## src/rtl/mac_pkg.sv

```systemverilog
// Shared state encoding and line levels for the MAC receive deframer.
package mac_pkg;

  typedef enum logic [2:0] {
    IDLE   = 3'd0,
    START  = 3'd1,
    DATA   = 3'd2,
    PARITY = 3'd3,
    STOP   = 3'd4,
    BREAK  = 3'd5
  } mac_state_e;

  localparam logic MAC_IDLE_LEVEL  = 1'b1;
  localparam logic MAC_START_LEVEL = 1'b0;
  localparam logic MAC_STOP_LEVEL  = 1'b1;

endpackage

```

## src/rtl/mac_rx_fifo.sv

```systemverilog
// Show-ahead received-byte buffer; a pop in the same cycle frees room for a push into a full FIFO.
module mac_rx_fifo #(
  parameter int DATA_W     = 8,
  parameter int FIFO_DEPTH = 4
) (
  input  logic                        clk,
  input  logic                        reset,
  input  logic                        push,
  input  logic [DATA_W-1:0]           push_data,
  input  logic                        pop,
  output logic [DATA_W-1:0]           head_data,
  output logic                        empty,
  output logic                        full,
  output logic [$clog2(FIFO_DEPTH):0] count
);

  localparam int AW = $clog2(FIFO_DEPTH);
  localparam int CW = AW + 1;

  logic [DATA_W-1:0] mem_r [FIFO_DEPTH];
  logic [AW-1:0]     wr_ptr_r;
  logic [AW-1:0]     rd_ptr_r;
  logic [CW-1:0]     count_r;
  logic              do_push_s;
  logic              do_pop_s;

  assign empty     = (count_r == CW'(0));
  assign full      = (count_r == CW'(FIFO_DEPTH));
  assign do_pop_s  = pop && !empty;
  assign do_push_s = push && (!full || do_pop_s);
  assign head_data = mem_r[rd_ptr_r];
  assign count     = count_r;

  // Storage, pointers and occupancy.
  always_ff @(posedge clk or negedge reset) begin
    if (!reset) begin
      for (int i = 0; i < FIFO_DEPTH; i++) begin
        mem_r[i] <= '0;
      end
      wr_ptr_r <= '0;
      rd_ptr_r <= '0;
      count_r  <= '0;
    end else begin
      if (do_push_s) begin
        mem_r[wr_ptr_r] <= push_data;
        wr_ptr_r        <= wr_ptr_r + AW'(1);
      end else begin
        wr_ptr_r <= wr_ptr_r;
      end
      if (do_pop_s) begin
        rd_ptr_r <= rd_ptr_r + AW'(1);
      end else begin
        rd_ptr_r <= rd_ptr_r;
      end
      case ({do_push_s, do_pop_s})
        2'b10:   count_r <= count_r + CW'(1);
        2'b01:   count_r <= count_r - CW'(1);
        default: count_r <= count_r;
      endcase
    end
  end

endmodule

```

## src/rtl/mac_rx_deframer.sv

```systemverilog
// Serial receive deframer: synchronizes mac_rx, validates start/stop framing and buffers bytes.
// Optional even-parity checking is built when MAC_RX_PARITY_EN is defined.
module mac_rx_deframer
  import mac_pkg::*;
#(
  parameter int CLKS_PER_BIT = 4,
  parameter int FIFO_DEPTH   = 4,
  parameter int DATA_W       = 8
) (
  input  logic                        clk,
  input  logic                        reset,
  input  logic                        mac_rx,
  output logic [DATA_W-1:0]           rx_data,
  output logic                        rx_valid,
  input  logic                        rx_ready,
  output logic                        rx_busy,
  output logic                        frame_err,
  output logic                        overflow,
`ifdef MAC_RX_PARITY_EN
  output logic                        parity_err,
`endif
  output logic [$clog2(FIFO_DEPTH):0] fifo_count
);

  localparam int CNT_W = $clog2(CLKS_PER_BIT + 1);
  localparam int BIT_W = $clog2(DATA_W + 1);
  localparam logic [CNT_W-1:0] HALF_C     = CNT_W'(CLKS_PER_BIT / 2);
  localparam logic [CNT_W-1:0] LAST_C     = CNT_W'(CLKS_PER_BIT - 1);
  localparam logic [BIT_W-1:0] BIT_LAST_C = BIT_W'(DATA_W - 1);

  mac_state_e        state_r, state_next;
  logic              rx_meta_r, rx_s;
  logic [CNT_W-1:0]  clk_cnt_r, clk_cnt_next;
  logic [BIT_W-1:0]  bit_cnt_r, bit_cnt_next;
  logic [DATA_W-1:0] shift_r, shift_next;
  logic              push_s, pop_s, empty_s, full_s;
  logic              frame_err_r, frame_err_next;
  logic              overflow_r, overflow_next;
  logic              busy_r;
`ifdef MAC_RX_PARITY_EN
  logic              par_bad_r, par_bad_next;
  logic              parity_err_r, parity_err_next;

  function automatic logic even_parity(input logic [DATA_W-1:0] d);
    return ^d;
  endfunction

  assign parity_err = parity_err_r;
`endif

  assign pop_s         = !empty_s && rx_ready;
  assign rx_valid      = !empty_s;
  assign rx_busy       = busy_r;
  assign frame_err     = frame_err_r;
  assign overflow      = overflow_r;
  assign overflow_next = push_s && full_s && !pop_s;

  // Two-flop synchronizer; idles at the line's idle level.
  always_ff @(posedge clk or negedge reset) begin
    if (!reset) begin
      rx_meta_r <= MAC_IDLE_LEVEL;
      rx_s      <= MAC_IDLE_LEVEL;
    end else begin
      rx_meta_r <= mac_rx;
      rx_s      <= rx_meta_r;
    end
  end

  // Frame FSM next-state; counters restart on every state entry.
  always_comb begin
    state_next     = state_r;
    clk_cnt_next   = clk_cnt_r + CNT_W'(1);
    bit_cnt_next   = bit_cnt_r;
    shift_next     = shift_r;
    push_s         = 1'b0;
    frame_err_next = 1'b0;
`ifdef MAC_RX_PARITY_EN
    par_bad_next    = par_bad_r;
    parity_err_next = 1'b0;
`endif
    case (state_r)
      IDLE: begin
        clk_cnt_next = '0;
        bit_cnt_next = '0;
        if (rx_s == MAC_START_LEVEL) state_next = START;
        else                         state_next = IDLE;
      end
      START: begin
        if (clk_cnt_r == HALF_C) begin
          clk_cnt_next = '0;
          // A line already back high at mid-start is treated as noise.
          if (rx_s == MAC_START_LEVEL) state_next = DATA;
          else                         state_next = IDLE;
        end else begin
          state_next = START;
        end
      end
      DATA: begin
        if (clk_cnt_r == LAST_C) begin
          clk_cnt_next = '0;
          shift_next   = {rx_s, shift_r[DATA_W-1:1]};
          if (bit_cnt_r == BIT_LAST_C) begin
            bit_cnt_next = '0;
`ifdef MAC_RX_PARITY_EN
            state_next   = PARITY;
`else
            state_next   = STOP;
`endif
          end else begin
            bit_cnt_next = bit_cnt_r + BIT_W'(1);
          end
        end else begin
          state_next = DATA;
        end
      end
`ifdef MAC_RX_PARITY_EN
      PARITY: begin
        if (clk_cnt_r == LAST_C) begin
          clk_cnt_next = '0;
          par_bad_next = (rx_s != even_parity(shift_r));
          state_next   = STOP;
        end else begin
          state_next = PARITY;
        end
      end
`endif
      STOP: begin
        if (clk_cnt_r == LAST_C) begin
          clk_cnt_next = '0;
          if (rx_s == MAC_STOP_LEVEL) begin
            state_next = IDLE;
`ifdef MAC_RX_PARITY_EN
            if (par_bad_r) parity_err_next = 1'b1;
            else           push_s          = 1'b1;
`else
            push_s     = 1'b1;
`endif
          end else begin
            frame_err_next = 1'b1;
            state_next     = BREAK;
          end
        end else begin
          state_next = STOP;
        end
      end
      BREAK: begin
        clk_cnt_next = '0;
        if (rx_s == MAC_IDLE_LEVEL) state_next = IDLE;
        else                        state_next = BREAK;
      end
      default: begin
        clk_cnt_next = '0;
        bit_cnt_next = '0;
        state_next   = IDLE;
      end
    endcase
  end

  // FSM state, datapath and registered status pulses.
  always_ff @(posedge clk or negedge reset) begin
    if (!reset) begin
      state_r     <= IDLE;
      clk_cnt_r   <= '0;
      bit_cnt_r   <= '0;
      shift_r     <= '0;
      frame_err_r <= 1'b0;
      overflow_r  <= 1'b0;
      busy_r      <= 1'b0;
`ifdef MAC_RX_PARITY_EN
      par_bad_r    <= 1'b0;
      parity_err_r <= 1'b0;
`endif
    end else begin
      state_r     <= state_next;
      clk_cnt_r   <= clk_cnt_next;
      bit_cnt_r   <= bit_cnt_next;
      shift_r     <= shift_next;
      frame_err_r <= frame_err_next;
      overflow_r  <= overflow_next;
      busy_r      <= (state_next != IDLE);
`ifdef MAC_RX_PARITY_EN
      par_bad_r    <= par_bad_next;
      parity_err_r <= parity_err_next;
`endif
    end
  end

  mac_rx_fifo #(
    .DATA_W     (DATA_W),
    .FIFO_DEPTH (FIFO_DEPTH)
  ) u_fifo (
    .clk       (clk),
    .reset     (reset),
    .push      (push_s),
    .push_data (shift_r),
    .pop       (pop_s),
    .head_data (rx_data),
    .empty     (empty_s),
    .full      (full_s),
    .count     (fifo_count)
  );

endmodule
```

## config.mk

```make
export PLATFORM = sky130hd
export DESIGN_NAME = mac_rx_deframer
export DESIGN_NICKNAME = d
export VERILOG_FILES = /design/src/rtl/mac_pkg.sv /design/src/rtl/mac_rx_fifo.sv /design/src/rtl/mac_rx_deframer.sv
export SDC_FILE = /design/constraint.sdc
export NUM_CORES = 1
export LEC_CHECK = 0
export ABC_CLOCK_PERIOD_IN_PS = 3300
export CORE_ASPECT_RATIO = 0.7
export CORE_MARGIN = 5
export CORE_UTILIZATION = 33
export CTS_CLUSTER_DIAMETER = 200
export CTS_CLUSTER_SIZE = 28
export DETAILED_ROUTE_END_ITERATION = 10
export HOLD_SLACK_MARGIN = 0.1
export MAX_ROUTING_LAYER = met4
export PLACE_DENSITY_LB_ADDON = 0.15
export SLEW_MARGIN = 25
export SYNTH_ARGS = -nofsm -noshare
export SYNTH_HDL_FRONTEND = slang
export SYNTH_SLANG_ARGS = --single-unit
export TNS_END_PERCENT = 20
```

## constraint.sdc

```tcl
create_clock -name clk -period 3.3 [get_ports clk]
set_input_delay 0.66 -clock clk [delete_from_list [all_inputs] [get_ports clk]]
set_output_delay 0.66 -clock clk [all_outputs]
set_load 0.01 [all_outputs]
```

# After elaboration in Yosys (flattened, before gate mapping)
# Cells that the tools add are included.
[totals] regBits=62 output_inout_bits=15
[op_classes] addsub=6 n_lt_le_gt_ge=3 n_eq_ne=11 n_mux=27 bitwise=3 n_reduce_logical=18
[op_table] cell="$bwmux 32" count=1
[op_table] cell="$mux 8" count=3
[op_table] cell="$mux 3" count=7
[op_table] cell="$bmux 8 s2" count=1
[op_table] cell="$demux 8 s2" count=1
[op_table] cell="$pmux 3 s5" count=1
[op_table] cell="$pmux 3 s2" count=2
[op_table] cell="$eq 3x2->1 const B" count=3
[op_table] cell="$eq 3x3->1 const B" count=3
[op_table] cell="$mux 4" count=2
[op_table] cell="$pmux 4 s2" count=1
[op_table] cell="$mux 1" count=7
[op_table] cell="$add 3x1->3 const B" count=2
[op_table] cell="$ge 3x3->1 const B" count=2
[op_table] cell="$logic_and 1x1->1" count=6
[op_table] cell="$logic_not 3->1" count=2
[op_table] cell="$not 2->3" count=2
[op_table] cell="$add 2x1->2 const B" count=2
[op_table] cell="$add 4x1->4 const B" count=1
[op_table] cell="$eq 4x3->1 const B" count=1
[op_table] cell="$reduce_and 2->1" count=2
[op_table] cell="$eq 3x1->1 const B" count=1
[op_table] cell="$logic_not 1->1" count=3
[op_table] cell="$lt 3x1->1 const B" count=1
[op_table] cell="other kinds (11)" count=11

# Logic depth before layout (Yosys ltp)
# Gate-level depths: netlist (run 1).
[depth] word_depth=8 depth_mapped=11 ltp_nobuf=11

# Hierarchy
# A second synthesis (run 1) with hierarchy kept.
[unflattened] hier_cells=214 hier_area_um2=2931.6
[by_module_without_submodules] module="mac_rx_fifo" n_inst=1 cells_each=115 area_per_inst_um2=1801.7 seq_area_each_um2=975.9
[by_module_without_submodules] module="mac_rx_deframer" n_inst=1 cells_each=99 area_per_inst_um2=1129.8 seq_area_each_um2=578.1

# Worst setup path after synthesis (run 1)
# Ideal clock, no wire load.
[synth_timing] kind="input -> register" from="input rx_ready" to="register u_fifo.count_r[2] (netlist: u_fifo.count[2])" setup_time_ns=0.079 arrival_ns=2.281 path_slack_ns=0.940 path_stages=9 n_path_buf=0 cell_sequence="nor4b_1 nor3_4 inv_1 ha_1 inv_1 fa_1 xor2_1 nor2_1 xor2_1"
[synth_via] elab_chain_cells=6 elab_cells_between_ends=8
[synth_rtl] item="start: declaration" line_no="mac_rx_deframer.sv:15" source="input logic rx_ready,"
[synth_rtl] item="$logic_and 1x1->1 *" line_no="mac_rx_deframer.sv:51" source="assign pop_s = !empty_s && rx_ready;"
[synth_rtl] item="$logic_and 1x1->1 *" line_no="mac_rx_fifo.sv:29" source="assign do_pop_s = pop && !empty;"
[synth_rtl] item="$logic_or 1x1->1" line_no="mac_rx_fifo.sv:30" source="assign do_push_s = push && (!full || do_pop_s);"
[synth_rtl] item="$logic_and 1x1->1" line_no="mac_rx_fifo.sv:30"
[synth_rtl] item="$eq 2x1->1 / $eq 2x2->1 (equally long branches)" line_no="mac_rx_fifo.sv:55" source="case ({do_push_s, do_pop_s})"
[synth_rtl] item="$pmux 3 s2 / $reduce_bool 2->1 (equally long branches)"
[synth_rtl] item="end signal: assignment" line_no="mac_rx_fifo.sv:56" source="2'b10: count_r <= count_r + CW'(1);"
[synth_rtl] item="end signal: assignment" line_no="mac_rx_fifo.sv:57" source="2'b01: count_r <= count_r - CW'(1);"
[synth_rtl] item="end signal: assignment" line_no="mac_rx_fifo.sv:58" source="default: count_r <= count_r;"
[synth_rtl] item="end: declaration" line_no="mac_rx_fifo.sv:23" source="logic [CW-1:0] count_r;"
# Every way passes the cells marked *; elsewhere a longest branch is shown, timed or not.
# A chain may end at the register's enable or synchronous reset.

# Worst setup path after layout (run 1)
[layout_timing] from="register u_fifo.rd_ptr_r[0]" to="output rx_data[6]"
[layout_via] elab_chain_cells=4
[layout_rtl] item="start: declaration" line_no="mac_rx_fifo.sv:22" source="logic [AW-1:0] rd_ptr_r;"
[layout_rtl] item="start signal: assignment" line_no="mac_rx_fifo.sv:51" source="rd_ptr_r <= rd_ptr_r + AW'(1);"
[layout_rtl] item="start signal: assignment" line_no="mac_rx_fifo.sv:53" source="rd_ptr_r <= rd_ptr_r;"
[layout_rtl] item="$not 2->3 (not written as such)" line_no="mac_rx_fifo.sv:31" source="assign head_data = mem_r[rd_ptr_r];"
[layout_rtl] item="$bmux 8 s2" line_no="mac_rx_fifo.sv:31"
[layout_rtl] item="$mux 8 (not written as such) (2 in series)" line_no="mac_rx_fifo.sv:31"
[layout_rtl] item="end: declaration" line_no="mac_rx_deframer.sv:13" source="output logic [DATA_W-1:0] rx_data,"
# Every way passes these cells. The select of a mux whose other input is x is not followed.

==> results of run 1 <==
## metal layers
metal  up-vias  track usage, %  part of all wire [%]
met5         -               -                     0
met4         0           4.630                  0.87
met3         6           4.610                   4.6
met2        25           15.70                    43
met1       818           15.52                    52
li1        777               -                     -
## worst max-delay path, stage by stage (launching register included)
cell	delay, ns
dfrtp_1	0.74
mux4_2	0.60
clkdlybuf4s50_1	0.50
## cell usage after synthesis, drive strengths merged, types with 5 or more instances
master  count
mux2       40
mux4        8
a21oi       5
ha         10
inv        13
dfrtp      60
nand2      10
nor2        9
## per-stage QoR
step / utilization, % / hold WS (ns) / power [uW] / instances / cell area, sq um
after global routing: 40.51 / 0.3459 / 2362 / 340 / 3392
after global placement: 37.21 / 0.3465 / 1388 / 324 / 3115
after detailed placement: 37.21 / 0.3484 / 1396 / 324 / 3115
after CTS: 40.51 / 0.3228 / 2262 / 340 / 3392
after floorplan: - / 0.3452 / 1223 / 203 / 2809
final: 40.51 / 0.3209 / 2230 / 340 / 3392
## sequential cells by signal, indices dropped and copies added, names as in the netlist
signal           flops
state_r              3
rx_meta_r            1
shift_r              8
rx_s                 1
u_fifo.mem_r        32
rx_busy              1
frame_err            1
overflow             1
clk_cnt_r            3
u_fifo.wr_ptr_r      2
u_fifo.count         3
u_fifo.rd_ptr_r      2
bit_cnt_r            4
## logic make-up (layout without fill, tap and decap cells)
group | after synthesis | in the layout | share of synthesized area [%]
compound gates | 20 | 20 | 4.722
xor+xnor | 7 | 7 | 2.183
fa+ha+maj | 11 | 11 | 5.167
buf+inv | 18 | 50 | 2.539
flops | 62 | 62 | 55.32
mux | 48 | 48 | 22.45
simple gates | 37 | 37 | 7.617
## final timing paths
path | startpoint | end | slack [ns] | cells after the start
setup / recovery | u_fifo.rd_ptr_r[0]$_DFFE_PN0P_ | rx_data[6] | 0.48 | 2
hold / removal | reset | u_fifo.count[0]$_DFFE_PN0P_ | 0.32 | 2
setup reg to reg | clk_cnt_r[0]$_DFF_PN0_ | u_fifo.count[1]$_DFFE_PN0P_ | 0.72 | 9
hold reg to reg | rx_meta_r$_DFF_PN1_ | rx_s$_DFF_PN1_ | 0.35 | 0
max in group asynchronous | reset | rx_meta_r$_DFF_PN1_ | 2.54 | 2
min in group clk | rx_meta_r$_DFF_PN1_ | rx_s$_DFF_PN1_ | 0.35 | 0
## power by group through the flow
stage	Combinational (uW)	Clock, uW	Sequential, uW
floorplan	321	0	902
global placement	410	0	978
detailed placement	416	0	980
CTS	420	876	966
global route	465	918	980
finish	415	853	963
## layout make-up
type	instances	area, sq um	area share [%]
Clock inverter	6	37.54	1.107
Tap cell	105	131.4	3.873
Timing Repair Buffer	21	197.7	5.828
Sequential cell	62	1554	45.81
Multi-Input combinational cell	123	1184	34.90
Clock buffer	10	239.0	7.045
Inverter	13	48.80	1.439
==> key figures, run 1 <==
Global route
  – Vias in the first global route: 1699
  – Tot GR Track Use: 11.60%
  – GR Overflow Total: 0
  – Antenna violations before repair: 0
  – Largest net degree at the start of global routing: 41
  – First-pass GRT wire length: 8.873 mm

Power and ir drop
  – Pwr/cell area: 657.5 mW/mm^2
  – Net Switching: 650.1 uW
  – Leakage power: 0.001586 uW
  – Clock power share: 38.2%
  – Seq pwr share: 43.2%
  – Combinational share of power: 18.6%
  – Switching Share: 29.15%
  – Cell-internal power: 1580 uW
  – Peak supply drop: 210.3 uV

Detailed routing
  – DRC: 0
  – Avg WL per Cell: 15.25 um
  – Initial drt markers: 74
  – Vias after detailed routing: 1626
  – WL final: 5.185 mm
  – Drt first pass iters: 4
  – Vias/cell: 4.782
  – Detail Route Antenna Nets: 0

STA
  – Final hold violation count: 0
  – TNS Setup: 0 ns
  – Slew @ Worst Pin: 0.6309 ns
  – Min Clock Period, post-route: 2.824 ns
  – Max Transition Viols Final: 0
  – Part of the cycle the worst path needs: 85.59%
  – Max frequency: 354.0 MHz
  – RSZ-0062 raised after global routing: false
  – Final setup violating endpoints: 0
  – Final worst slack: 0.4755 ns
  – Max-slew headroom: 57.34%
  – Layout Skew: 0.006590 ns

Placement
  – I/O Buffers: 18
  – Placer congestion estimate: 0.7818
  – Place WS: 0.3448 ns
  – Hpwl dp: 3.462 mm

Final layout
  – Share of layout cells above drive strength 1: 31.91%
  – NumNets Final: 245
  – Commonest cells after routing, fill and taps aside: dfrtp_1 (60), mux2_2 (39), clkdlybuf4s50_1 (17)
  – Filler instances: 789
  – Most common cell after layout, fill and taps aside: dfrtp_1
  – Area Overhead vs Synth: 20.76%
  – # diodes: 0

Critical path
  – CP Launch Type: flop
  – Critical Path RT: 2.64 ns
  – Endpoint class of the critical path: output pin
  – Worst-path maximum fanout: 9
  – Crit path DAT: 2.16 ns
  – WS Path Type: reg -> out

Synth
  – Ys flop type: dfrtp_1
  – Syn Inst Count: 203
  – Top cell type's share of synthesized area: 53.45%
  – Syn Std Cell Area: 0.002809 sq mm
  – Top area cells in the synthesized netlist: dfrtp_1 (53%), mux2_2 (16%), mux4_2 (6.4%)
  – Post-synth EDFFs: 0
  – Avg Cell Area, Syn: 13.84 sq um
  – Register bit total from synthesis: 62
  – Unique cell type count in the Yosys netlist: 39
  – Seq/Total Area, Yosys: 55.32%
  – Area leader, netlist: dfrtp_1
  – Fraction of registers with async set/reset: 100.0%
  – Syn_nets: 218
  – Ys Warns: 0

Die
  – Die H: 87.19 um
  – # rows: 28
  – Die area: 0.01049 sq mm
  – Total core area: 0.008373 sq mm
  – Starting density of the core: 33.55%
  – Die width: 120.3 um
  – Number of I/O pins: 19

Status
  – Status: completed

CTS
  – CTS resizes: 0
  – Clock Sinks: 62
  – Clock Path Buffers: 2
  – CTS Root Cell: clkbuf_16
  – CTS tree: built
  – Clock-pin slew on the worst setup and hold paths: 0.05 ns
  – Worst skew pair latency: 0.33 ns
  – Inserted Clock Buffers: 9
  – Post CTS Setup Buffer Count: 0
  – Post-CTS Hold Buffers: 0
  – H-tree Lvls: 3

Worst hold path
  – Hold Path Class: in -> async

Run
  – Max Cap Violations: 0
(Power assumes the default switching activity.)
==> run 2, diff against run 1 <==
--- a/config.mk
+++ b/config.mk
@@ -6,6 +6,7 @@
 export NUM_CORES = 1
 export LEC_CHECK = 0
 export ABC_CLOCK_PERIOD_IN_PS = 3300
+export CAP_MARGIN = 20
 export CORE_ASPECT_RATIO = 0.7
 export CORE_MARGIN = 5
 export CORE_UTILIZATION = 33
==> results of run 2 <==
Same layout as run 1: the final DEF is identical, and so are final timing and power.
==> run 3, diff against run 2 <==
--- a/config.mk
+++ b/config.mk
@@ -5,7 +5,7 @@
 export SDC_FILE = /design/constraint.sdc
 export NUM_CORES = 1
 export LEC_CHECK = 0
-export ABC_CLOCK_PERIOD_IN_PS = 3300
+export ABC_CLOCK_PERIOD_IN_PS = 3700
 export CAP_MARGIN = 20
 export CORE_ASPECT_RATIO = 0.7
 export CORE_MARGIN = 5
==> constraint.sdc (replaced) <==
create_clock -name clk -period 3.7 [get_ports clk]
set_input_delay 0.74 -clock clk [delete_from_list [all_inputs] [get_ports clk]]
set_output_delay 0.74 -clock clk [all_outputs]
set_load 0.01 [all_outputs]
==> key figures, run 3 (synthesis results as in run 1) <==
Power and ir drop
  – Peak supply drop: 298.0 uV
  – Leakage power: 0.001588 uW
  – Pwr/cell area: 598.6 mW/mm^2

Worst hold path
  – Critical hold path startpoint: rx_meta_r$_DFF_PN1_
  – Worst Hold Depth: 0
  – Hold Path Class: reg -> reg
  – Worst hold endpoint: rx_s$_DFF_PN1_

Critical path
  – Worst R2R End: u_fifo.count[2]$_DFFE_PN0P_
  – R2R Setup Slk: 1.12 ns
  – CP Launch Type: flop
  – Reg-to-reg startpoint: clk_cnt_r[0]$_DFF_PN0_
  – Crit path DAT: 2.18 ns
  – Critical Path RT: 2.96 ns
  – Worst-case reg-to-reg path depth: 11
  – Slowest Stage Delay on Critical Path: 0.75 ns
  – Crit-path cells: mux4_2, clkdlybuf4s50_1
  – Worst-path maximum fanout: 10
  – Endpoint class of the critical path: output pin
  – Critical-path top delay cell: dfrtp_1
  – WS Path Type: reg -> out

Final layout
  – # diodes: 0
  – Final std cells w/o fill: 337
  – Most common cell after layout, fill and taps aside: dfrtp_1
  – NumNets Final: 243
  – Share of layout cells above drive strength 1: 30.60%
  – Biggest regs: u_fifo.mem_r x32, shift_r x8, bit_cnt_r x4
  – Area Overhead vs Synth: 20.71%
  – Area of the multi-input gates: 0.001184 sq mm
  – Commonest cells after routing, fill and taps aside: dfrtp_1 (60), mux2_2 (39), clkdlybuf4s50_1 (17)
  – Top reg by flops: u_fifo.mem_r
  – Reg area: 0.001554 sq mm
  – Filler instances: 791
  – Max reg flops: 32

Placement
  – Hpwl dp: 3.225 mm
  – Placer congestion estimate: 0.7607
  – I/O Buffers: 18
  – Dpl cells: 322

Status
  – Status: completed

Detailed routing
  – Vias/cell: 4.869
  – Drt first pass iters: 4
  – WL final: 5.194 mm
  – Initial drt markers: 97
  – Metal-1 WL: 2.693 mm
  – Vias after detailed routing: 1641
  – Avg WL per Cell: 15.41 um
  – Detail Route Antenna Nets: 0
  – WL met2: 2.208 mm
  – DR WL met3: 238 um
  – Highest routing layer actually used: met4
  – DRC: 0

Die
  – Die H: 87.19 um
  – Die area: 0.01049 sq mm
  – Die width: 120.3 um
  – # rows: 28
  – Starting density of the core: 33.55%
  – Total core area: 0.008373 sq mm
  – Number of I/O pins: 19

STA
  – RSZ-0062 raised after global routing: false
  – Max frequency: 342.7 MHz
  – Layout Skew: 0.004850 ns
  – Min Clock Period, post-route: 2.918 ns
  – Slew @ Worst Pin: 0.8024 ns
  – Final hold violation count: 0
  – TNS Setup: 0 ns
  – Max-slew headroom: 46.51%
  – Part of the cycle the worst path needs: 78.86%
  – Max Transition Viols Final: 0
  – Final setup violating endpoints: 0

CTS
  – Clock-pin slew on the worst setup and hold paths: 0.05 ns
  – Worst skew pair latency: 0.32 ns
  – Post CTS Setup Buffer Count: 0
  – Clock Path Buffers: 2
  – CTS tree: built
  – Post-CTS Hold Buffers: 0
  – CTS Root Cell: clkbuf_16
  – H-tree Lvls: 3
  – Clock Sinks: 62
  – CTS resizes: 0
  – Inserted Clock Buffers: 9

Global route
  – Largest net degree at the start of global routing: 63
  – GR Overflow Total: 0
  – First-pass GRT wire length: 8.811 mm
  – Vias in the first global route: 1646
  – Tot GR Track Use: 11.56%
  – Antenna violations before repair: 0

Run
  – Max Cap Violations: 0
-- run 3: cell count changes in the layout (fill, tap and decap cells not counted) --
cell        before  now
buf_4            3    1
clkbuf_1         0    1
bufinv_16        0    1
clkinvlp_4       3    1
clkinv_2         3    2
-- run 3: worst max-delay path by stage --
| stage | from | endpoint | slack [ns] |
|---|---|---|---|
| 2_1_floorplan | rx_ready | u_fifo.count[2]$_DFFE_PN0P_ | 1.26 |
| 6_report | u_fifo.rd_ptr_r[0]$_DFFE_PN0P_ | rx_data[6] | 0.78 |
| 3_5_place_dp | rx_ready | u_fifo.count[2]$_DFFE_PN0P_ | 0.59 |
| 3_3_place_gp | rx_ready | u_fifo.count[2]$_DFFE_PN0P_ | 0.70 |
| 5_1_grt | u_fifo.rd_ptr_r[0]$_DFFE_PN0P_ | rx_data[6] | 0.66 |
| 4_1_cts | u_fifo.rd_ptr_r[0]$_DFFE_PN0P_ | rx_data[6] | 0.71 |
-- run 3: cell type report --
class	count	share of cell area [%]
flip-flops and latches	62	45.83
repair buffers	19	5.387
clock inverters	4	1.402
well taps	105	3.875
multi-input cells	123	34.91
clock buffers	11	7.159
inverters	13	1.439
-- run 3: metrics by stage --
stage	utilization (%)	hold WS [ns]	instance area, sq um	setup slack, ns	total power, uW
floorplan	-	0.3452	2809	1.260	1091
global placement	37.03	0.3469	3100	0.7037	1229
detailed placement	37.03	0.3493	3100	0.5920	1225
CTS	40.50	0.3615	3391	0.7134	2062
global route	40.50	0.3699	3391	0.6559	2155
finish	40.50	0.3581	3391	0.7821	2030
-- run 3: per-layer routing --
metal  track usage (%)  up-vias
met3             4.675        6
met2             16.16       33
met1             15.24      831
met5                 -        -
met4             4.012        0
li1                  -      771
-- run 3: power breakdown --
group          switching, uW  internal (uW)  total (uW)
Clock                    289            533         822
Combinational            157            193         350
Sequential               116            742         857
Total                    562           1470        2030
-- run 3: worst max-delay path: cells and delay by family, from the launching register on --
kind	cells	cell delay, ns
flip-flops	1	0.75
multiplexers	1	0.60
buffers and inverters	1	0.50
==> variant 1, RTL diff (config.mk and constraints of run 1) <==
Re-encode `mac_state_e` (6 states) as one-hot, 6 bits wide.
--- a/src/rtl/mac_pkg.sv
+++ b/src/rtl/mac_pkg.sv
@@ -3,9 +3,9 @@
 
-  typedef enum logic [2:0] {
-    IDLE   = 3'd0,
-    START  = 3'd1,
-    DATA   = 3'd2,
-    PARITY = 3'd3,
-    STOP   = 3'd4,
-    BREAK  = 3'd5
+  typedef enum logic [5:0] {
+    IDLE   = 6'b000001,
+    START  = 6'b000010,
+    DATA   = 6'b000100,
+    PARITY = 6'b001000,
+    STOP   = 6'b010000,
+    BREAK  = 6'b100000
   } mac_state_e;
Formal check against the unedited RTL: no difference found for any inputs over 10 cycles, from zero or initial values and one cycle with reset low; not proved beyond that.
==> variant 1 against run 1 <==
  * Synthesized area increased by 6.0%
  * Power fell by 6.1%
  * Critical path depth stayed put
  * Sequential cell count is 3 higher
  * First-iteration DRC count grew 11%
  * Cell area is 5.9% higher
  * Wire length up 11%
  * Fmax down 0.43%
  * Setup slack worse by 12 ps
  * Highest routed layer unchanged
==> variant 1: results (changes against run 1) <==
outcome finished, final reports clean (unchanged); worst skew pair latency 330 ps (about the same); Port Buffers 18 (unchanged); # diodes 0 (unchanged); Pleak 1.655 nW (was 1.586 nW); Synth Area in XOR/XNOR 2.353% (was 2.183%); syn nets 239 (was 218); CTS HTree Levels 3 (unchanged); CP max stage delay 740 ps (about the same); most frequent cells after synthesis dfrtp_1 (62), mux2_2 (39), inv_1 (13) (was dfrtp_1 (60), mux2_2 (39), inv_1 (13)); post-synthesis mux area share 21.55% (was 22.45%); top cells by area in the synthesized netlist dfrtp_1 (52%), mux2_2 (15%), mux4_2 (6.1%), ha_1 (4.2%), dfstp_2 (2.6%) (was dfrtp_1 (53%), mux2_2 (16%), mux4_2 (6.4%), ha_1 (4.5%), dfstp_2 (1.9%)); largest net degree at the start of global routing 34 (was 41); maximum VDD drop 0.3136 mV (was 0.2103 mV); synthesis-to-finish area growth 20.67% (was 20.76%); number of global-route vias before repair 1,921 (was 1,699); vias per cell 4.712 (was 4.782); gr usage total 12.66% (was 11.60%); Nets 265 (was 245); first-pass GRT wire length 10,090 um (was 8873 um); antenna violations before repair 0 (unchanged); clock-pin slew on the worst setup and hold paths 60 ps; CTS max path bufs 2 (unchanged); post-synthesis compound-gate area fraction 5.042% (was 4.722%); synth unique cells 37 (was 39); worst hold-check path type input port to async pin (unchanged); # DRC 0 (unchanged); slowest CP cell dfrtp_1 (unchanged); placed cell areas 3308 um2 (was 3115 um2); hpwl dp 3906 um (was 3462 um); Filler cells 865 (was 789); async set or reset register ratio after synthesis 100.0% (unchanged); Worst EP arrival 2180 ps (was 2160 ps); CP max FO 10 (was 9); initial drt markers 82 (was 74); CTS root buf clkbuf_16 (unchanged); drt pass-1 iters 4 (unchanged); post-synthesis adder-cell area fraction 4.874% (was 5.167%); Ys Warns 0 (unchanged); Syn Area/Cell 13.29 um2 (was 13.84 um2); Post-CTS Resized 0 (unchanged); Regs by FF count u_fifo.mem_r (32), shift_r (8), state_r (6) (was u_fifo.mem_r (32), shift_r (8), bit_cnt_r (4)); Num CTS Buffers 9 (unchanged); worst rel slew slack 51.10% (was 57.34%); delay-heaviest family, CP flip-flops (unchanged); non-filler instance count after layout 378 (was 340); sequential share of the synthesized area 54.75% (was 55.32%); final wirelength 5763 um (was 5185 um); gpl congestion 0.7638 (was 0.7818); ratio of cells with drive above 1 in the final layout 29.13% (was 31.91%); initial core utilization 33.36% (was 33.55%); placed insts 363 (was 324); Post CTS Setup Buffer Count 0 (unchanged); Setup Skew 6.569 ps (was 6.590 ps); top_reg_cell synth dfrtp_1 (unchanged)
## variant 1: layer usage
metal / global-route usage, % / routed length, um / up-vias / share of wire [%]
li1: - / - / 848 / -
met1: 17.02 / 3057 / 898 / 53
met2: 17.85 / 2416 / 27 / 42
met3: 4.364 / 212 / 8 / 3.7
met4: 4.221 / 78 / 0 / 1.4
met5: - / 0 / - / 0
## variant 1: area by class of cell
type	instances	area share (%)
timing repair buffer	21	5.501
multi-input combinational	140	35.52
tap	124	4.318
clock inverter	6	1.671
clock buffer	9	6.267
inverter	13	1.358
sequential	65	45.37
## variant 1: path summary, 6_finish.rpt
| check | end | depth (start not counted) | from | slack [ps] |
|---|---|---|---|---|
| setup / recovery | rx_data[7] | 2 | u_fifo.rd_ptr_r[0] | 460 |
| hold / removal | u_fifo.mem_r[18] | 1 | reset | 210 |
| setup reg to reg | u_fifo.count[2] | 9 | state_r[1] | 560 |
| hold reg to reg | rx_s | 0 | rx_meta_r | 360 |
| max in group asynchronous | bit_cnt_r[3] | 2 | reset | 2370 |
| min in group clk | rx_s | 0 | rx_meta_r | 360 |
## variant 1: stage by stage
stage	hold WS, ps	setup slack, ps
3_5_place_dp	347.2	207.5
4_1_cts	205.7	368.8
6_report	207.5	463.2
3_3_place_gp	345.6	311.3
2_1_floorplan	345.2	754.2
5_1_grt	222.5	303.6
## variant 1: power breakdown
| part | switching, mW | internal (mW) | total [mW] |
|---|---|---|---|
| logic | 0.0962 | 0.139 | 0.235 |
| clock network | 0.348 | 0.576 | 0.923 |
| registers | 0.0962 | 0.839 | 0.935 |
| total | 0.540 | 1.55 | 2.09 |
==> variant 2, RTL diff (flow settings as in run 1) <==
Without the edit above. The parameter `CLKS_PER_BIT` goes from 4 to 8.
--- a/src/rtl/mac_rx_deframer.sv
+++ b/src/rtl/mac_rx_deframer.sv
@@ -5,3 +5,3 @@
 #(
-  parameter int CLKS_PER_BIT = 4,
+  parameter int CLKS_PER_BIT = 8,
   parameter int FIFO_DEPTH   = 4,
Formal check against the unedited RTL: not equivalent (a bounded check fails within 10 cycles, from zero or initial values and one cycle with reset low).
==> variant 2 against run 1 <==
  * Cell area rose by 8.4%
  * Die area rose by 8.8%
  * Synthesized area rose by 9.8%
  * Sequential power fell by 10%
  * Global-route usage rose by 0.23 points
  * Power fell by 11%
  * Worst hold slack improved by 38 ps
  * Wire length rose by 16%
  * Sequential share of layout area fell by 2.9 points
  * Non-clock buffer count rose by 1
  * Sequential cell count rose by 1
  * Setup slack got worse by 32 ps
  * Combinational power fell by 50%
==> variant 2: results (changes against run 1) <==
worst skew pair latency 330 ps (about the same); Regs by FF count u_fifo.mem_r (32), shift_r (8) (was u_fifo.mem_r (32), shift_r (8), bit_cnt_r (4)); worst rel slew slack 54.87% (was 57.34%); Synth Area in XOR/XNOR 2.840% (was 2.183%); first-pass GRT wire length 10,070 um (was 8873 um); hold buffer count at CTS 0 (unchanged); maximum VDD drop 0.2956 mV (was 0.2103 mV); syn nets 234 (was 218); CTS root buf clkbuf_16 (unchanged); outcome finished, final reports clean (unchanged); synth unique cells 49 (was 39); sequential share of the synthesized area 51.20% (was 55.32%); largest net degree at the start of global routing 35 (was 41); top cells by area in the synthesized netlist dfrtp_1 (49%), mux2_4 (12%), mux2_2 (6.6%), mux4_2 (5.8%), ha_1 (3.2%) (was dfrtp_1 (53%), mux2_2 (16%), mux4_2 (6.4%), ha_1 (4.5%), dfstp_2 (1.9%)); R2R Setup Slk 940 ps (was 720 ps); # diodes 0 (unchanged); clock-pin slew on the worst setup and hold paths 50 ps (about the same); worst r2r dst u_fifo.count[2] (was u_fifo.count[1]); Ys Warns 0 (unchanged); CTS max path bufs 2 (unchanged); CP max stage delay 750 ps; CTS HTree Levels 3 (unchanged); Port Buffers 18 (unchanged); hpwl dp 3927 um (was 3462 um); ratio of cells with drive above 1 in the final layout 32.79% (was 31.91%); Post CTS Setup Buffer Count 0 (unchanged); slowest CP cell dfrtp_1 (unchanged); Crit Reg-Reg Startpoint u_fifo.count[0] (was clk_cnt_r[0]); antenna violations before repair 0 (unchanged); top_reg_cell synth dfrtp_1 (unchanged); number of global-route vias before repair 1,764 (was 1,699); async set or reset register ratio after synthesis 100.0% (unchanged); Num CTS Buffers 9 (unchanged); DR WL/cell 16.22 um (was 15.25 um); most frequent cells after synthesis dfrtp_1 (61), mux2_4 (24), mux2_2 (18) (was dfrtp_1 (60), mux2_2 (39), inv_1 (13)); Pleak 1.653 nW (was 1.586 nW); worst hold-check path type flop to flop (was input port to async pin); gr usage total 11.83% (was 11.60%); Setup Skew 5.828 ps (was 6.590 ps); post-synthesis mux area share 24.42% (was 22.45%); Vias 1,733 (was 1,626); critical path endpoint rx_data[6] (unchanged); CP max FO 9 (unchanged); Worst EP arrival 2200 ps (was 2160 ps); Nets 255 (was 245); gpl congestion 0.7632 (was 0.7818); post-synthesis compound-gate area fraction 3.651% (was 4.722%); drt pass-1 iters 4 (unchanged); cell depth of the worst flop-to-flop path 9 (unchanged); post-synthesis adder-cell area fraction 3.895% (was 5.167%); placed insts 355 (was 324); initial drt markers 85 (was 74); non-filler instance count after layout 371 (was 340); critical path startpoint u_fifo.rd_ptr_r[0] (unchanged); Post-CTS Resized 0 (unchanged); Post-Synthesis Cells 221 (was 203); delay-heaviest family, CP flip-flops (unchanged)
## variant 2: cell count changes in the layout (fill, tap and decap cells not counted), moves of 3 or more
| cell | delta |
|---|---|
| a21oi_1 | -3 |
| and4_4 | +3 |
| clkinv_2 | -3 |
| mux2_2 | -21 |
| mux2_4 | +24 |
| nand2_2 | -4 |
| nand3_1 | +3 |
| nand3b_1 | +5 |
| nor2_1 | -4 |
## variant 2: cell families after synthesis
family,after synthesis
AO/OA/AOI/OAI,17
XOR/XNOR,10
adder cells (fa/ha/maj),9
buffers and inverters,23
flip-flops,63
multiplexers,51
AND/OR/NAND/NOR,48
## variant 2: worst reg2reg max path, stage by stage, from the launching register on
cell	delay, ps
dfrtp_1	440
or4b_1	550
and3_2	250
inv_1	60
ha_1	160
inv_1	60
fa_1	370
xor2_1	150
nor2_1	110
xor2_1	140
## variant 2: worst min path at each step
stage	depth (start not counted)	slack (ps)	start	end
finish	0	360	rx_meta_r	rx_s
global route	0	360	rx_meta_r	rx_s
CTS	0	360	rx_meta_r	rx_s
detailed placement	0	350	rx_meta_r	rx_s
global placement	0	350	rx_meta_r	rx_s
floorplan	0	350	rx_meta_r	rx_s
## variant 2: final cells by class
class | instances | area [um2]
flip-flops and latches | 63 | 1579
well taps | 124 | 155.1
fillers | 836 | 5431
clock buffers | 14 | 274.0
multi-input cells | 135 | 1394
repair buffers | 22 | 217.7
clock inverters | 2 | 15.01
inverters | 11 | 41.29
## variant 2: report_power, final
group          internal, mW  leakage [nW]  switching [mW]  total (mW)
clock network         0.570         0.135           0.332       0.902
logic                0.0957         0.663           0.113       0.208
registers             0.815         0.855          0.0510       0.866
## variant 2: stage by stage
stage / instance area [um2] / utilization (%) / hold WS (ps) / setup slack, ps
final: 3676 / 40.36 / 359.2 / 443.7
after global routing: 3676 / 40.36 / 364.8 / 295.5
after CTS: 3676 / 40.36 / 361.4 / 393.7
after detailed placement: 3387 / 37.19 / 353.3 / 350.4
after global placement: 3387 / 37.19 / 345.4 / 357.1
after floorplan: 3084 / - / 345.2 / 737.9
## variant 2: layer usage
metal  track usage [%]  up-vias  wire, um
met5                 -        -         0
met4             4.874        0       109
met3             3.783        8       156
met2             14.59       21      2422
met1             17.43      863      3327
li1                  -      841         -
